===== src/rtl/irq_pending_arbiter.sv =====
// irq_pending_arbiter
// Edge-triggered interrupt front end: captures rising edges on eight request
// lines into a sticky pending register, masks them, and grants the
// highest-index eligible line (bit 7 highest) as a registered 3-bit ID
// over a valid/ack handshake.
module irq_pending_arbiter (
   input  logic       clk,
   input  logic       rst_n,
   input  logic [7:0] req_in,
   input  logic [7:0] mask,
   input  logic       irq_ack,
   output logic       irq_valid,
   output logic [2:0] irq_id,
   output logic [7:0] pending,
   output logic       overrun
);

   typedef enum logic {
      IDLE  = 1'b0,
      GRANT = 1'b1
   } state_t;

   state_t     state_reg;
   logic [7:0] req_q;
   logic [7:0] rise;
   logic [7:0] clr;
   logic [7:0] eligible;
   logic       ack_accept;
   logic [2:0] winner;

   assign rise       = req_in & ~req_q;
   assign eligible   = pending & ~mask;
   // An ack only counts while a grant is actually being presented.
   assign ack_accept = (state_reg == GRANT) && irq_ack;

   // One-hot clear of the granted line, active only in the ack cycle.
   genvar gi;
   generate
      for (gi = 0; gi < 8; gi++) begin : g_clr
         assign clr[gi] = ack_accept && (irq_id == 3'(gi));
      end
   endgenerate

   // Priority encode the eligible set; later iterations win, so bit 7 is highest.
   always_comb begin
      winner = 3'd0;
      for (int i = 0; i < 8; i++) begin
         if (eligible[i]) begin
            winner = i[2:0];
         end
      end
   end

   // Edge capture, pending set/clear (set wins) and the sticky overrun flag.
   always_ff @(posedge clk) begin
      if (!rst_n) begin
         req_q   <= 8'h00;
         pending <= 8'h00;
         overrun <= 1'b0;
      end else begin
         req_q   <= req_in;
         pending <= (pending & ~clr) | rise;
         if ((rise & pending & ~clr) != 8'h00) begin
            overrun <= 1'b1;
         end
      end
   end

   // Grant FSM: latch a winner from IDLE, hold it in GRANT until acked.
   always_ff @(posedge clk) begin
      if (!rst_n) begin
         state_reg <= IDLE;
         irq_valid <= 1'b0;
         irq_id    <= 3'd0;
      end else begin
         case (state_reg)
            IDLE: begin
               if (eligible != 8'h00) begin
                  irq_id    <= winner;
                  irq_valid <= 1'b1;
                  state_reg <= GRANT;
               end
            end
            GRANT: begin
               // irq_id is deliberately held here regardless of mask/pending.
               if (irq_ack) begin
                  irq_valid <= 1'b0;
                  state_reg <= IDLE;
               end
            end
            default: begin
               irq_valid <= 1'b0;
               state_reg <= IDLE;
            end
         endcase
      end
   end

endmodule


===== config.mk =====
export PLATFORM = sky130hd
export DESIGN_NAME = irq_pending_arbiter
export DESIGN_NICKNAME = d
export VERILOG_FILES = /design/src/rtl/irq_pending_arbiter.sv
export SDC_FILE = /design/constraint.sdc
export NUM_CORES = 1
export LEC_CHECK = 0
export CAP_MARGIN = 40
export CORE_AREA = 4 4 50 74
export CTS_CLUSTER_SIZE = 20
export DETAILED_ROUTE_END_ITERATION = 8
export DIE_AREA = 0 0 54 78
export SETUP_SLACK_MARGIN = 0.2
export SLEW_MARGIN = 0
export SYNTH_ARGS = -nofsm -noshare
export SYNTH_HDL_FRONTEND = slang
export SYNTH_SLANG_ARGS = --single-unit

===== constraint.sdc =====
create_clock -name clk -period 4.1 [get_ports clk]
set_clock_uncertainty 0.05 [all_clocks]
set_input_delay 0.615 -clock clk [delete_from_list [all_inputs] [get_ports clk]]
set_output_delay 0.615 -clock clk [all_outputs]
set_load 0.02 [all_outputs]

* Word level (Yosys, flattened, before mapping)
Index checks and enable logic that the tools add are counted.
** Cells by class
- Reduce and logical (&&, ||, !) cells :: 14
- Mux-type cells :: 13
- Bitwise operators :: 10
- Eq/ne operators :: 9
** Operators with widths (count)
- bitwise AND 8 bit :: 5
- inverter 8 bit :: 3
- nonzero test 8 bit :: 2
- two-way mux 3 bit :: 5
- equality test 3 bit, second input constant :: 4
- logical AND 1 bit :: 9
- OR 8 bit :: 1
- equality test 3 x 2 -> 1 bit, second input constant :: 2
- two-way mux 1 bit :: 5
- inequality test 2 bit, second input constant :: 2
- case mux 1 bit (2 select lines) :: 2
- AND reduction 2 bit :: 2
- equality test 3 x 1 -> 1 bit, second input constant :: 1
- logical NOT 3 bit :: 1
- two-way mux 2 bit :: 1
- inverter 1 bit :: 1
** Word-level totals
- Bits of input ports :: 19
- Word-level logic and storage cells :: 52
- Output and inout bits :: 13
- Register bits after elaboration :: 22

* Depth between registers and ports, before layout
- Depth after elaboration :: 9
- Depth in mapped cells :: 5
- Gate-level depth less buffers :: 5

* Worst setup path before layout
Ideal clock, no wire load.
- Kind :: input to register
- Start point :: input mask[4]
- End point :: register irq_id[0]
- Library setup time :: 0.122 ns
- Path buffers :: 0
- Setup slack :: 2.393 ns
- Cell stages on the path :: 5
- Data required time :: 3.928 ns
- Arrival time :: 1.535 ns
- Cell sequence :: and2b_1 > nor4_4 > a41o_1 > nand2b_1 > o311a_1
** Between the ends
- Cells in the longest elaborated chain, start to end :: 6
- Elaborated cells between the ends (all ways) :: 8
- Classes of those cells :: mux (4); bitwise (2); reduce/logical (2)
** RTL lines
- start: declaration :: RTL line 10 : input logic [7:0] mask,
- inverter 8 bit (*) :: RTL line 32 : assign eligible = pending & ~mask;
- bitwise AND 8 bit (*) :: RTL line 32
- two-way mux 3 bit (4 in a row) :: RTL line 48 : if (eligible[i]) begin
- end signal: assignment :: RTL line 79 : irq_id <= winner;
- end: declaration :: RTL line 13 : output logic [2:0] irq_id,
Every way passes the cells marked *; elsewhere a longest branch is shown, timed or not.
A chain may end at the register's enable or synchronous reset.

* Final worst setup path
- Start point :: register irq_id[0]
- End point :: output irq_id[0]
No word-level cell between the ends.

==> impl_metrics.json <==
{
  "finish.instance_area_sq_um": 1360,
  "start_util_pct": 30.7,
  "yosys-top-cells-area": "dfxtp_1, nand2b_1, a21boi_0, and2_1, nand2_1",
  "hold_buffers": 0,
  "cts_tree": "built",
  "grt_pass1_vias": 809,
  "viasPerCell": 4.59,
  "min_period_over_period_pct": 50.7,
  "syn_inst": 102,
  "irDropWorstVdd_uv": 195,
  "syn_nets": 121,
  "port_buffers": 31,
  "diodes": 0,
  "ys_ff_latch": 22,
  "core_sq_um": 3100,
  "setup_violations": 0,
  "hold_ws_ns": 0.459,
  "drt_iter0_drc": 7,
  "antenna_found_initial": 0,
  "synth_simple_gate_area_share_pct": 31.2,
  "cp_top_family": "buffers and inverters",
  "report.final.slew_viol_count": 0,
  "power.density_nw_per_um2": 388,
  "fin_ws_ns": 2.02,
  "die_width_um": 54,
  "max_cap_viol_count": 0,
  "synthArstFlopShare_pct": 0,
  "synth-adder-area-share_pct": 0,
  "synth.distinct_cells": 30,
  "status": "completed",
  "max_freq_mhz": 481,
  "rrSetupSlack_ns": 2.46,
  "instances_no_fill": 175,
  "drc": 0,
  "vias": 804,
  "hold_class": "reg2reg",
  "yosysMostFrequentCell": "dfxtp_1",
  "row_count": 25,
  "largestRegisters": "pending: 8 flops, req_q: 8 flops, irq_id: 3 flops",
  "yosysTopAreaCell": "dfxtp_1",
  "cp_data_arrival_time_ns": 1.41,
  "synth_mux_area_share_pct": 0,
  "grt_pass1_wl_um": 3710,
  "synthFlopType": "dfxtp_1",
  "avgSynthCellArea_sq_um": 9.32,
  "cellLeakagePower_nw": 0.539,
  "synthTopCellsByCount": "dfxtp_1, nand2_1, nand2b_1",
  "insertion_delay_ns": 0.26,
  "dieArea_sq_um": 4210,
  "r2r_start": "irq_id[1]",
  "clockBufferDepth": 2,
  "firstDrtPassIters": 4,
  "final_net_count": 155,
  "place_hpwl_um": 1830,
  "postRouteAntennaNets": 0,
  "dp.cells": 171,
  "synth-compound-area-share_pct": 20.9,
  "post-place-ws_ns": 1.81,
  "synthesis.area_sq_um": 951,
  "grt_max_degree": 23,
  "yosysTopAreaCellShare_pct": 46.3,
  "start_kind": "register",
  "area_growth_syn_to_layout_pct": 42.9,
  "cp.buffers_inverters": 1,
  "crit_path_end_kind": "output port",
  "boundaryPins": 32,
  "root_buffer": "clkbuf_8",
  "numCtsBuffers": 3,
  "post-route-min-period_ns": 2.08,
  "die_h_um": 78,
  "synth_top_family_by_area": "simple AND/OR/NAND/NOR gates",
  "fillers": 298,
  "path_depth": 1,
  "worst_pin_slew_ns": 0.632,
  "final_util_pct": 43.9,
  "placed_area_sq_um": 1300,
  "rr_worst_depth": 4,
  "grt-ovfl-total": 0,
  "crit_path_start": "irq_id[0]",
  "power_uw": 527,
  "cts_setup_buffers": 0,
  "yosys_warnings": 0,
  "synthXorXnorAreaFrac_pct": 0,
  "synth-edff-count": 0,
  "cts_sinks": 22,
  "timing.setup.tns_ns": 0,
  "critPathKind": "reg2out",
  "timing.rr.end": "overrun",
  "synth_seq_area_share_pct": 46.3,
  "drt_wl_total_um": 2300,
  "gp_congestion": 0.785,
  "finalHoldViolCount": 0,
  "crit_chain": "clkdlybuf4s50_1",
  "cp_slowest_cell": "clkdlybuf4s50_1",
  "max-slew-margin-rel_pct": 57.7,
  "cp.required_ns": 3.43,
  "htreeDepth": 1,
  "routedWlPerCell_um": 13.1,
  "worstSetupEndpoint": "irq_id[0]",
  "path_clk_slew_ns": 0.08,
  "track_usage_pct": 12.0,
  "cts_resized": 0,
  "cp_max_fo": 8,
  "slowest_delay_ns": 0.66,
  "rsz0062_at_grt": "no",
  "drive_above_1_share_pct": 6.67
}
[logic make-up (layout without fill, tap and decap cells)]
| logic type | after synthesis | count (layout) |
|---|---|---|
| AOI/OAI and AO/OA | 25 | 25 |
| DFF | 22 | 22 |
| buffers and inverters | 4 | 37 |
| and+or+nand+nor | 51 | 51 |
[placed cells by master, fill, tap and decap left out]
cell / count
nor2_1: 4
a41o_1: 1
o21ba_2: 1
clkdlybuf4s50_1: 31
and3b_1: 1
a2bb2oi_1: 1
o311a_1: 1
inv_2: 1
clkbuf_8: 4
and2b_1: 1
and2_1: 8
and2b_2: 1
o211a_1: 2
nand3b_1: 1
nand4_1: 1
inv_1: 1
and3_1: 1
a31oi_1: 1
o31ai_1: 1
nand2_1: 13
a21oi_1: 3
a21boi_0: 8
nand2b_1: 10
o22ai_1: 3
dfxtp_1: 22
nor2b_1: 7
nand3_1: 2
o41a_1: 1
o41ai_2: 1
nor4_4: 1
o21ai_0: 1
[layout make-up]
class	count	area [sq um]	share of cell area (%)
Clock buffer	4	55.1	4.05
Inverter	2	7.51	0.552
Multi-Input combinational cell	76	495	36.5
Sequential cell	22	440	32.4
Tap cell	40	50.0	3.68
Timing Repair Buffer	31	310	22.8
[routing by layer]
layer	share of wire (%)	routed length (um)	vias to the layer above	global-route usage, %
met4	0.78	18	0	5.99
met5	0	0	-	0
met1	40	931	365	13.4
li1	-	-	423	-
met3	2.7	63	2	1.73
met2	56	1290	14	21.0
[worst min-delay path, delay by kind of cell (launching register included)]
| kind | cells | cell delay [ns] |
|---|---|---|
| AND/OR/NAND/NOR | 1 | 0.06 |
| AO/OA/AOI/OAI | 1 | 0.08 |
| flip-flops | 1 | 0.32 |
[where the power goes]
part	switching (mW)	internal, mW
clock network	0.0683	0.0855
registers	0.0185	0.232
logic	0.0562	0.0657
[worst min-delay path by stage]
stage | startpoint | to | slack [ns] | cells past startpoint
2_1_floorplan | req_q[5] | pending[5] | 0.44 | 2
3_3_place_gp | irq_valid | irq_valid | 0.43 | 2
3_5_place_dp | irq_valid | irq_valid | 0.44 | 2
4_1_cts | irq_valid | irq_valid | 0.46 | 2
5_1_grt | irq_valid | irq_valid | 0.49 | 2
6_report | irq_valid | irq_valid | 0.46 | 2
Note: power is estimated with default switching activity, not from simulation.
